===== config.mk =====
export PLATFORM = sky130hd
export DESIGN_NAME = pipeline_memd_stage8
export DESIGN_NICKNAME = d
export VERILOG_FILES = /design/src/rtl/pipeline_memd_stage8.sv
export SDC_FILE = /design/constraint.sdc
export NUM_CORES = 1
export LEC_CHECK = 0
export ABC_AREA = 1
export CAP_MARGIN = 20
export CORE_UTILIZATION = 34
export CTS_CLUSTER_DIAMETER = 200
export CTS_CLUSTER_SIZE = 14
export DETAILED_ROUTE_END_ITERATION = 16
export PLACE_DENSITY_LB_ADDON = 0.2
export SLEW_MARGIN = 20
export SYNTH_ARGS = -nofsm -noshare
export SYNTH_HDL_FRONTEND = slang
export SYNTH_SLANG_ARGS = --single-unit

===== constraint.sdc =====
create_clock -name clk -period 21.8 [get_ports clk]
set_clock_uncertainty 0.2 [all_clocks]
set_input_delay 4.36 -clock clk [delete_from_list [all_inputs] [get_ports clk]]
set_output_delay 4.36 -clock clk [all_outputs]
set_load 0.01 [all_outputs]

===== src/rtl/pipeline_memd_stage8.sv =====
// -----------------------------------------------------------------------------
// pipeline_memd_stage8
//   Memory-data stage of the pipeline. It completes DRAM accesses, which take
//   a variable number of cycles and are bounded by a timeout, and system-bus
//   reads, which complete in a single cycle. Results are registered into the
//   *_MEMD outputs feeding writeback.
//
// Parameters
//   TIMEOUT_CYCLES   maximum number of WAIT_DRAM cycles before an access is
//                    aborted (legal range 2..255)
//
// Ports
//   clk, reset                 clock (rising edge); async active-high reset
//   stall                      global pipeline stall (includes memd_stall_req)
//   is_dram_MEMP               the MEMP access targets DRAM
//   pc_MEMP .. rd_MEMP         MEMP instruction fields, passed through to MEMD
//   dram_rd_ctrl/dram_wr_ctrl  nonzero = DRAM read/write pending
//   sys_bus_rd_ctrl            nonzero = bus read this cycle
//   dram_dout, dram_ready      DRAM read data and 1-cycle completion pulse
//   sys_bus_dout               bus read data (same cycle as sys_bus_rd_ctrl)
//   memd_stall_req             combinational request to stall the pipeline
//   mem_err_MEMD               1-cycle pulse when a DRAM access times out
//   pc_MEMD .. dm_dout_MEMD    registered results to writeback
// -----------------------------------------------------------------------------
module pipeline_memd_stage8 #(
  parameter int unsigned TIMEOUT_CYCLES = 255
) (
  input  logic        clk,
  input  logic        reset,
  input  logic        stall,
  input  logic        is_dram_MEMP,
  input  logic [63:0] pc_MEMP,
  input  logic [1:0]  rf_wr_sel_MEMP,
  input  logic        rf_wr_en_MEMP,
  input  logic [63:0] alu_result_MEMP,
  input  logic [4:0]  rd_MEMP,
  input  logic [2:0]  dram_rd_ctrl,
  input  logic [2:0]  dram_wr_ctrl,
  input  logic [2:0]  sys_bus_rd_ctrl,
  input  logic [63:0] dram_dout,
  input  logic        dram_ready,
  input  logic [63:0] sys_bus_dout,
  output logic        memd_stall_req,
  output logic        mem_err_MEMD,
  output logic [63:0] pc_MEMD,
  output logic [1:0]  rf_wr_sel_MEMD,
  output logic        rf_wr_en_MEMD,
  output logic [63:0] alu_result_MEMD,
  output logic [4:0]  rd_MEMD,
  output logic [63:0] dm_dout_MEMD
);

  localparam logic [7:0] TCNT_LAST = 8'(TIMEOUT_CYCLES - 1);

  typedef enum logic {
    IDLE,
    WAIT_DRAM
  } state_t;

  state_t      state, state_nxt;
  logic [7:0]  tcnt, tcnt_nxt;
  logic        buf_valid;
  logic [63:0] buf_data;
  logic        abort_pend;

  logic        dram_rd;
  logic        dram_pend;
  logic        abort_now;
  logic        aborted;
  logic [63:0] load_data;

  always_comb begin
    dram_rd   = (dram_rd_ctrl != 3'd0);
    dram_pend = (dram_rd || (dram_wr_ctrl != 3'd0)) && is_dram_MEMP;
  end

  // ---------------------------------------------------------------------------
  // FSM: state register
  // ---------------------------------------------------------------------------
  always_ff @(posedge clk or posedge reset) begin
    if (reset) begin
      state <= IDLE;
      tcnt  <= '0;
    end else begin
      state <= state_nxt;
      tcnt  <= tcnt_nxt;
    end
  end

  // ---------------------------------------------------------------------------
  // FSM: next state
  // An access already resolved (buffered data or a latched abort) must not
  // re-enter WAIT_DRAM while an external stall keeps it sitting in MEMP.
  // ---------------------------------------------------------------------------
  always_comb begin
    state_nxt = state;
    tcnt_nxt  = tcnt;
    case (state)
      IDLE: begin
        if (dram_pend && !dram_ready && !buf_valid && !abort_pend) begin
          state_nxt = WAIT_DRAM;
          tcnt_nxt  = '0;
        end
      end
      WAIT_DRAM: begin
        if (dram_ready || abort_now) begin
          state_nxt = IDLE;
        end else begin
          tcnt_nxt = tcnt + 8'd1;
        end
      end
      default: state_nxt = IDLE;
    endcase
  end

  // ---------------------------------------------------------------------------
  // FSM: outputs and load-data selection
  // An abort that happens under an external stall is latched in abort_pend so
  // the error is still reported when the pipeline advances.
  // ---------------------------------------------------------------------------
  always_comb begin
    abort_now      = (state == WAIT_DRAM) && (tcnt == TCNT_LAST) && !dram_ready;
    aborted        = abort_now || abort_pend;
    memd_stall_req = dram_pend && !dram_ready && !buf_valid && !aborted;

    load_data = '0;
    if (buf_valid) begin
      load_data = buf_data;
    end else if (dram_pend) begin
      // writes return zero; an aborted read returns zero
      if (dram_rd && !aborted) begin
        load_data = dram_dout;
      end
    end else if (sys_bus_rd_ctrl != 3'd0) begin
      load_data = sys_bus_dout;
    end
  end

  // ---------------------------------------------------------------------------
  // Completion buffer and MEMD registers
  // ---------------------------------------------------------------------------
  always_ff @(posedge clk or posedge reset) begin
    if (reset) begin
      buf_valid       <= 1'b0;
      buf_data        <= '0;
      abort_pend      <= 1'b0;
      mem_err_MEMD    <= 1'b0;
      pc_MEMD         <= '0;
      rf_wr_sel_MEMD  <= '0;
      rf_wr_en_MEMD   <= 1'b0;
      alu_result_MEMD <= '0;
      rd_MEMD         <= '0;
      dm_dout_MEMD    <= '0;
    end else if (stall) begin
      // a completion seen while stalled is kept until the stage advances
      if (dram_pend && dram_ready && !buf_valid && !abort_pend) begin
        buf_valid <= 1'b1;
        buf_data  <= dram_rd ? dram_dout : '0;
      end
      if (abort_now) begin
        abort_pend <= 1'b1;
      end
      mem_err_MEMD <= 1'b0;
    end else begin
      buf_valid       <= 1'b0;
      abort_pend      <= 1'b0;
      mem_err_MEMD    <= aborted;
      pc_MEMD         <= pc_MEMP;
      rf_wr_sel_MEMD  <= rf_wr_sel_MEMP;
      rf_wr_en_MEMD   <= rf_wr_en_MEMP && !aborted;
      alu_result_MEMD <= alu_result_MEMP;
      rd_MEMD         <= rd_MEMP;
      dm_dout_MEMD    <= load_data;
    end
  end

endmodule


Word-level counts from Yosys, hierarchy flattened
Cells that the tools add are included.
{"block": "op_classes", "bitwise": 1, "n_addsub": 1, "mux": 16, "n_eq_ne": 5, "n_reduce_logical": 24}
{"operator": "$mux W64", "count": 5}
{"operator": "$mux W8", "count": 2}
{"operator": "$pmux W8 S2", "count": 1}
{"operator": "$logic_and A1 B1 Y1", "count": 12}
{"operator": "$reduce_bool A3 Y1", "count": 3}
{"operator": "$add A8 B1 Y8 const B", "count": 1}
{"operator": "$eq A8 B8 Y1 const B", "count": 1}
{"operator": "$mux W1", "count": 7}
{"operator": "$logic_not A1 Y1", "count": 4}
{"operator": "$ne A2 B1 Y1 const B", "count": 2}
{"operator": "$ne A2 B2 Y1 const B", "count": 2}
{"operator": "$reduce_and A2 Y1", "count": 2}
{"operator": "$logic_or A1 B1 Y1", "count": 3}
{"operator": "$pmux W1 S2", "count": 1}
{"operator": "$not A1 Y1", "count": 1}
{"block": "word_totals", "input_bits": 278, "regBits": 276, "out_inout_bits": 202, "word_cells": 59}

Logic depth before layout (Yosys ltp)
Gate-level depths: netlist (run 1).
{"block": "depth", "depth_word": 9, "depth_mapped": 12, "depth_no_buf": 11}

Least setup slack after synthesis (run 1)
No wires, ideal clock.
{"block": "synth_timing", "path_kind": "input -> output", "startpoint": "in dram_rd_ctrl[1]", "endpoint": "out memd_stall_req", "setup_slack_ns": 11.992, "n_path_buf": 1, "required_time_ns": 17.240, "cell_stages": 7, "t_arrival_ns": 5.248, "cell_sequence": "nor2_1 nand2_1 inv_2 nand2_1 nand2_2 buf_2 nor4_1"}
{"block": "synth_via", "elab_chain_cells": 6}
{"item": "start, declared", "line_no": "37", "text": "input logic [2:0] dram_rd_ctrl,"}
{"item": "$reduce_bool A3 Y1", "line_no": "73", "text": "dram_rd = (dram_rd_ctrl != 3'd0);"}
{"item": "$logic_or A1 B1 Y1", "line_no": "74", "text": "dram_pend = (dram_rd || (dram_wr_ctrl != 3'd0)) && is_dram_MEMP;"}
{"item": "$logic_and A1 B1 Y1", "line_no": "74"}
{"item": "$logic_and A1 B1 Y1 (3 in a row)", "line_no": "124", "text": "memd_stall_req = dram_pend && !dram_ready && !buf_valid && !aborted;"}
{"item": "end, declared", "line_no": "43", "text": "output logic memd_stall_req,"}
Every way passes these cells.

Worst setup path after layout (run 1)
Ends and elaborated chain as after synthesis.

==> metrics.log, run 1 <==
INFO  metric run_status = completed
INFO  metric dp.final_hpwl = between 20,000 and 30,000 um
INFO  metric finalCritPeriodShare = 0.524
INFO  metric max-slew-margin-rel = 0.312
INFO  metric drt.antenna.violating_nets = 0
INFO  metric worst_hold_start = alu_result_MEMD[11]$_DFFE_PP0N_
INFO  metric post_synthesis_to_final_layout_area_growth = 44.3%
INFO  metric grt_start_max_net_pins = ~130
INFO  metric yosys_most_used_dff = sky130_fd_sc_hd__dfrtp_1
INFO  metric crit_path_start_kind = primary input
INFO  metric cts_repair_resize_count = 0
INFO  metric finalHoldViolations = 0
INFO  metric cts_made_buffers = 23
INFO  metric r2r_setup_slack = ~19 ns
INFO  metric timing.critical_path.required = about 17 ns
INFO  metric holdWs = about 0.28 ns
INFO  metric synth.most_common_cell = sky130_fd_sc_hd__nand2_1
INFO  metric grt_util_all_layers = 0.222
INFO  metric place.port_buffers = 479
INFO  metric floorplan.die_area = between 30,000 and 40,000 um^2
INFO  metric number_of_antenna_violations_at_the_first_check_in_global_routing = 8
INFO  metric wl_per_instance = about 17 um
INFO  metric holdPathEnd = alu_result_MEMD[11]$_DFFE_PP0N_
INFO  metric r2r_end = buf_data[52]$_DFFE_PP0P_
INFO  metric ir_drop = 0.0499 mV
INFO  metric die_w = between 150 and 200 um
INFO  metric mappedNetlistNets = 1,962
INFO  metric tritoncts = yes
INFO  metric top_level_ports = 480
INFO  metric globalRouteOverflowTotal = 0
INFO  metric worstHoldPathType = flop to flop
INFO  metric worstSkewPairLatency = between 0.5 and 0.6 ns
INFO  metric clock_tree.root_cell = sky130_fd_sc_hd__clkbuf_16
INFO  metric fill_cells = roughly 3,500
INFO  metric grt_setup_unrepaired = no
INFO  metric worstMarginPinSlew = 1.03 ns
INFO  metric arrival = around 6.9 ns
INFO  metric gpl.final_weighted_congestion = 0.829
INFO  metric layout.nets = 2,368
INFO  metric synth_seq_area_share = 0.544
INFO  metric power.leakage = approximately 9.1 nW
INFO  metric postCtsHoldBufs = 0
INFO  metric post_synth_most_frequent_cells = sky130_fd_sc_hd__nand2_1 (753), sky130_fd_sc_hd__dfrtp_1 (276), sky130_fd_sc_hd__nor2_1 (195)
INFO  metric max_cap_violations = 0
INFO  metric vert_die_dim = approximately 200 um
INFO  metric final_layout_size_suffix_gt1_frac = 0.0268
INFO  metric setup.worst_path.end_class = output port
INFO  metric grt_first_pass_wirelength = 67,500 um
INFO  metric placeableCoreArea = between 30,000 and 40,000 um^2
INFO  metric criticalPathCategory = primary input to output port
INFO  metric utilization = 0.499
INFO  metric drtPass1Iterations = 5
INFO  metric numClockSinks = approximately 280
INFO  metric path_clk_slew = 0.06 ns
INFO  metric setup_tns = 0 ns
INFO  metric yosysWarningCount = 0
INFO  metric synthDominantAreaCellType = sky130_fd_sc_hd__dfrtp_1
INFO  metric syn_avg_cell_area = around 7.6 um^2
INFO  metric floorplan.initialDensity = 0.346
INFO  metric synthCells = between 1,500 and 2,000
INFO  metric htreeDepth = 1
INFO  metric ys_top_cells_by_area = sky130_fd_sc_hd__dfrtp_1 (54%), sky130_fd_sc_hd__nand2_1 (22%), sky130_fd_sc_hd__nand3_1 (6.9%)
INFO  metric setup-violations-final = 0
INFO  metric synthDistinctLibCells = 24
INFO  metric post_synth_edffs = 0
INFO  metric drv_slew = 0
INFO  metric post_syn_area = 12,700 um^2
INFO  metric vias = ~12,000
INFO  metric drc_marker_count_from_the_first_detailed_route_iteration = about 800
INFO  metric detail_route.wirelength = about 43,000 um
INFO  metric worst_r2r_startpoint = abort_pend$_DFFE_PP0P_
INFO  metric timing.hold.worst_path_depth = 2
INFO  metric yosys_register_bits = 276
INFO  metric postCtsSetupBuffers = 0
INFO  metric multi_input_gate_area_in_the_final_layout = 5080 um^2
INFO  metric via_count_of_the_first_global_routing_pass = approximately 12,000
INFO  metric power.density_cell_area = 71.4 nW/um^2
INFO  metric cell_depth_of_the_worst_flop_to_flop_path = 7
INFO  metric clock_path_buffers = 3
INFO  metric asyncSetResetFlopFracSynth = 1.00
INFO  metric route.detailed.drc = 0
INFO  metric worstPathMaxFanout = 65
INFO  metric fmax = 87.6 MHz
INFO  metric viasPerCell = around 4.8
INFO  metric synth_largest_type_area_fraction = 0.544
INFO  metric row_count = 70
INFO  metric timing.final.crit_period = 11.42 ns
INFO  metric final-seq-area = 6910 um^2
## flip-flops by register name, summed over array words and instances (netlist names)
| signal | count |
|---|---|
| abort_pend | 1 |
| pc_MEMD | 64 |
| mem_err_MEMD | 1 |
| buf_valid | 1 |
| alu_result_MEMD | 64 |
| rd_MEMD | 5 |
| state | 1 |
| dm_dout_MEMD | 64 |
| buf_data | 64 |
| rf_wr_en_MEMD | 1 |
| rf_wr_sel_MEMD | 2 |
| tcnt | 8 |
## critical path, cell delays in order
cell,delay [ns]
sky130_fd_sc_hd__clkdlybuf4s50_1,0.48
sky130_fd_sc_hd__nor2_1,0.06
sky130_fd_sc_hd__nand2_2,0.05
sky130_fd_sc_hd__buf_4,0.58
sky130_fd_sc_hd__inv_2,0.08
sky130_fd_sc_hd__nand2_1,0.10
sky130_fd_sc_hd__nand2_2,0.07
sky130_fd_sc_hd__nor4_1,0.43
sky130_fd_sc_hd__clkdlybuf4s50_1,0.63
## layout by cell type (no fill, tap or decap)
master and count:
sky130_fd_sc_hd__ha_1 2, sky130_fd_sc_hd__nand2_2 5, sky130_fd_sc_hd__nand3_2 2, sky130_fd_sc_hd__inv_2 5, sky130_fd_sc_hd__clkinv_2 1, sky130_fd_sc_hd__bufinv_16 1, sky130_fd_sc_hd__a21oi_1 28, sky130_fd_sc_hd__clkbuf_16 23
sky130_fd_sc_hd__xnor2_1 2, sky130_fd_sc_hd__inv_1 51, sky130_fd_sc_hd__nand4_1 1, sky130_fd_sc_hd__buf_4 10, sky130_fd_sc_hd__o21ai_0 31, sky130_fd_sc_hd__nor2_1 195, sky130_fd_sc_hd__nor3_2 1, sky130_fd_sc_hd__nand2_1 752
sky130_fd_sc_hd__buf_6 2, sky130_fd_sc_hd__inv_8 1, sky130_fd_sc_hd__nor2_4 2, sky130_fd_sc_hd__nor2_2 1, sky130_fd_sc_hd__nand3_1 175, sky130_fd_sc_hd__nor4_1 1, sky130_fd_sc_hd__diode_2 6, sky130_fd_sc_hd__clkbuf_8 1
sky130_fd_sc_hd__o21ai_1 35, sky130_fd_sc_hd__xor2_1 4, sky130_fd_sc_hd__inv_4 1, sky130_fd_sc_hd__dfrtp_1 276, sky130_fd_sc_hd__clkdlybuf4s50_1 478
## layout make-up
type,count,share of cell area
Sequential cell,276,0.377
Tap cell,468,0.0320
Clock buffer,23,0.0314
Multi-Input combinational cell,1237,0.277
Clock inverter,1,0.00164
Antenna cell,6,0.000819
Timing Repair Buffer,491,0.267
Inverter,59,0.0127
## logic make-up after synthesis
| kind of cell | share of synthesized area |
|---|---|
| XOR/XNOR | 0.00414 |
| AND/OR/NAND/NOR | 0.356 |
| flip-flops | 0.544 |
| buffers and inverters | 0.0567 |
| adder cells (fa/ha/maj) | 0.00197 |
| AO/OA/AOI/OAI | 0.0370 |
## power by group
part	switching, mW	internal (mW)	leakage, nW
combinational	0.151	0.158	5.34
sequential	0.0357	0.578	3.42
clock	0.186	0.198	0.298
## how the worst max path moves through the flow
stage	from	end
detailed placement	dram_rd_ctrl[1]	memd_stall_req
global route	dram_rd_ctrl[1]	memd_stall_req
floorplan	reset	abort_pend$_DFFE_PP0P_
finish	dram_rd_ctrl[1]	memd_stall_req
CTS	dram_rd_ctrl[1]	memd_stall_req
global placement	dram_rd_ctrl[1]	memd_stall_req
## through the flow
stage          instances  power [mW]  cell area, um^2  setup WS [ns]
2_1_floorplan       1682       0.758            12700           9.63
3_3_place_gp        2531       0.930            17700          10.35
3_5_place_dp        2531       0.935            17700          10.37
4_1_cts             2555        1.33            18300          10.35
5_1_grt             2561        1.38            18300          10.28
6_report            2561        1.31            18300          10.38
## metal layers
metal | wire length (um) | GRT usage | vias to the layer above
met1 | 17700 | 0.278 | 5833
met5 | 17 | 0 | -
met3 | 3570 | 0.0594 | 71
li1 | - | - | 6011
met4 | 1230 | 0.0656 | 2
met2 | 20800 | 0.373 | 466
No activity file was read; power rests on OpenSTA's default activity.
==> run 2, diff against run 1 <==
clock period = 9.29 ns   (was 21.8 ns; I/O delays follow)
==> metrics.log, run 2 (synthesis results as in run 1) <==
INFO  metric run_status = completed (unchanged)
INFO  metric worstSkewPairLatency = 0.53 ns (was 0.52 ns)
INFO  metric fmax = around 160 MHz
INFO  metric final_cell_count_no_fill = 2,564 (was 2,561)
INFO  metric cts_repair_resize_count = 0 (unchanged)
INFO  metric criticalPathCategory = primary input to output port (unchanged)
INFO  metric path_clk_slew = 0.07 ns (was 0.06 ns)
INFO  metric cts_made_buffers = 23 (unchanged)
INFO  metric grt_busiest_layer = met2 (unchanged)
INFO  metric cell_depth_of_the_worst_flop_to_flop_path = 7 (unchanged)
INFO  metric place.port_buffers = 479 (unchanged)
INFO  metric worstMarginPinSlew = 1.14 ns (was 1.03 ns)
INFO  metric vert_die_dim = 195 um (unchanged)
INFO  metric vias = 12,300 (was 12,400)
INFO  metric critical_path.max_stage_delay = 0.61 ns (was 0.63 ns)
INFO  metric worstPathBufferInverterCount = 4 (unchanged)
INFO  metric timing.critical_path.depth = 9 (unchanged)
INFO  metric max_cap_violations = 0 (unchanged)
INFO  metric arrival = 4.12 ns (was 6.86 ns)
INFO  metric worstPathMaxFanout = 65 (unchanged)
INFO  metric viasPerCell = 4.81 (was 4.84)
INFO  metric tritoncts = yes (unchanged)
INFO  metric number_of_antenna_violations_at_the_first_check_in_global_routing = 8 (unchanged)
INFO  metric drv_slew = 0 (unchanged)
INFO  metric layout_commonest_cell = sky130_fd_sc_hd__nand2_1 (unchanged)
INFO  metric via_count_of_the_first_global_routing_pass = 12,200 (was 12,100)
INFO  metric globalRouteOverflowTotal = 0 (unchanged)
INFO  metric grt_start_max_net_pins = 155 (was 125)
INFO  metric postCtsSetupBuffers = 0 (unchanged)
INFO  metric drc_marker_count_from_the_first_detailed_route_iteration = 833 (was 807)
INFO  metric ir_drop = 0.106 mV (was 0.0499 mV)
INFO  metric dp.cells = 2,531 (unchanged)
INFO  metric met1_usage = 0.282 (was 0.278)
INFO  metric timing.final.crit_period = 6.18 ns
INFO  metric crit_path_top_delay_cell = sky130_fd_sc_hd__clkdlybuf4s50_1 (unchanged)
INFO  metric drtPass1Iterations = 5 (unchanged)
INFO  metric numClockSinks = 276 (unchanged)
INFO  metric utilization = 0.500 (was 0.499)
INFO  metric die_w = 195 um (unchanged)
INFO  metric crit_path_cell_trace = clkdlybuf4s50_1 -> nor2_1 -> nand2_2 -> buf_4 -> inv_2 -> nand2_1 -> nand2_2 -> nor4_1 -> clkdlybuf4s50_1 (unchanged)
INFO  metric grt_setup_unrepaired = no (unchanged)
INFO  metric layout.cells.most_common_list = sky130_fd_sc_hd__nand2_1 (752), sky130_fd_sc_hd__clkdlybuf4s50_1 (478), sky130_fd_sc_hd__dfrtp_1 (276) (unchanged)
INFO  metric wl_per_instance = 16.7 um (was 16.9 um)
INFO  metric clock_path_buffers = 3 (unchanged)
INFO  metric setup_tns = 0 ns (unchanged)
INFO  metric floorplan.die_area = 38,100 um^2 (unchanged)
INFO  metric final_layout_size_suffix_gt1_frac = 0.0273 (was 0.0268)
INFO  metric max-slew-margin-rel = 0.242 (was 0.312)
INFO  metric timing.critical_path.required = 7.23 ns (was 17.24 ns)
INFO  metric setup.worst_path.end_class = output port (unchanged)
INFO  metric grt_first_pass_wirelength = 67,600 um (was 67,500 um)
INFO  metric worstHoldPathType = flop to flop (unchanged)
INFO  metric power.density_cell_area = 167 nW/um^2 (was 71.4 nW/um^2)
INFO  metric row_count = 70 (unchanged)
INFO  metric dp.final_hpwl = 28,300 um (was 29,200 um)
INFO  metric post_synthesis_to_final_layout_area_growth = 44.6% (was 44.3%)
INFO  metric layout.nets = 2,368 (unchanged)
INFO  metric finalCritPeriodShare = 0.665
INFO  metric timing.hold.worst_path_depth = 2 (unchanged)
INFO  metric gpl.final_weighted_congestion = 0.800 (was 0.829)
INFO  metric setup-violations-final = 0 (unchanged)
INFO  metric floorplan.initialDensity = 0.346 (unchanged)
INFO  metric clock_tree.root_cell = sky130_fd_sc_hd__clkbuf_16 (unchanged)
INFO  metric met3_usage_grt = 0.0639 (was 0.0594)
INFO  metric placeableCoreArea = 36,700 um^2 (unchanged)
INFO  metric crit_family = buffers and inverters (unchanged)
INFO  metric top_level_ports = 480 (unchanged)
INFO  metric postCtsHoldBufs = 0 (unchanged)
INFO  metric route.detailed.drc = 0 (unchanged)
INFO  metric drt.antenna.violating_nets = 0 (unchanged)
INFO  metric htreeDepth = 1 (unchanged)
INFO  metric crit_path_start_kind = primary input (unchanged)
INFO  metric grt_util_all_layers = 0.223 (was 0.222)
INFO  metric groute.layer.met2.usage = 0.359 (was 0.373)
INFO  metric detail_route.wirelength = 42,900 um (was 43,300 um)
INFO  metric power.leakage = 9.07 nW (was 9.06 nW)
INFO  metric finalHoldViolations = 0 (unchanged)
## run 2: cell count changes in the layout (fill, tap and decap cells not counted)
cell	previous run	this run
sky130_fd_sc_hd__inv_6	0	1
sky130_fd_sc_hd__buf_6	2	1
sky130_fd_sc_hd__clkinvlp_4	0	1
sky130_fd_sc_hd__inv_8	1	0
sky130_fd_sc_hd__buf_4	10	9
sky130_fd_sc_hd__buf_16	0	1
sky130_fd_sc_hd__diode_2	6	8
sky130_fd_sc_hd__buf_12	0	1
## run 2: cell type report
cell class / count / area [um^2]
tap: 468 / 586
clock inverter: 2 / 38.8
timing repair buffer: 491 / 4920
fill: 3568 / 18300
antenna: 8 / 20.0
multi-input combinational: 1237 / 5080
clock buffer: 23 / 576
sequential: 276 / 6910
inverter: 59 / 229
## run 2: layer usage
layer | share of wire | vias up
met5 | 0 | -
met4 | 0.034 | 0
met3 | 0.094 | 73
met2 | 0.47 | 490
met1 | 0.41 | 5762
li1 | - | 6019
## run 2: worst paths after layout
path                                               from  slack (ns)                         endpoint
max in group asynchronous                         reset        5.75          pc_MEMD[32]$_DFFE_PP0N_
hold / removal             dm_dout_MEMD[13]$_DFFE_PP0N_        0.28     dm_dout_MEMD[13]$_DFFE_PP0N_
setup / recovery                        dram_rd_ctrl[1]        3.11                   memd_stall_req
min in group asynchronous                         reset        1.59  alu_result_MEMD[49]$_DFFE_PP0N_
hold reg to reg            dm_dout_MEMD[13]$_DFFE_PP0N_        0.28     dm_dout_MEMD[13]$_DFFE_PP0N_
setup reg to reg                 abort_pend$_DFFE_PP0P_        6.11         buf_data[39]$_DFFE_PP0P_
## run 2: per-stage QoR
step | total power [mW] | instance area [um^2] | hold WS, ns | worst slack (ns)
6_report | 3.07 | 18400 | 0.277 | 3.11
5_1_grt | 3.25 | 18400 | 0.297 | 2.91
4_1_cts | 3.12 | 18300 | 0.282 | 3.07
3_5_place_dp | 2.19 | 17700 | 0.264 | 3.08
3_3_place_gp | 2.18 | 17700 | 0.261 | 3.07
2_1_floorplan | 1.78 | 12700 | 0.254 | 3.58
## run 2: power breakdown
| group | switching [mW] | total, mW | internal [mW] |
|---|---|---|---|
| combinational | 0.348 | 0.721 | 0.373 |
| sequential | 0.0883 | 1.45 | 1.36 |
| clock | 0.439 | 0.906 | 0.467 |
| total | 0.875 | 3.07 | 2.20 |
## run 2: worst reg2reg max path, delay by kind of cell (launching register included)
kind	cells	cell delay (ns)
simple gates	3	1.15
flops	1	0.39
buf+inv	3	1.21
compound gates	1	0.09
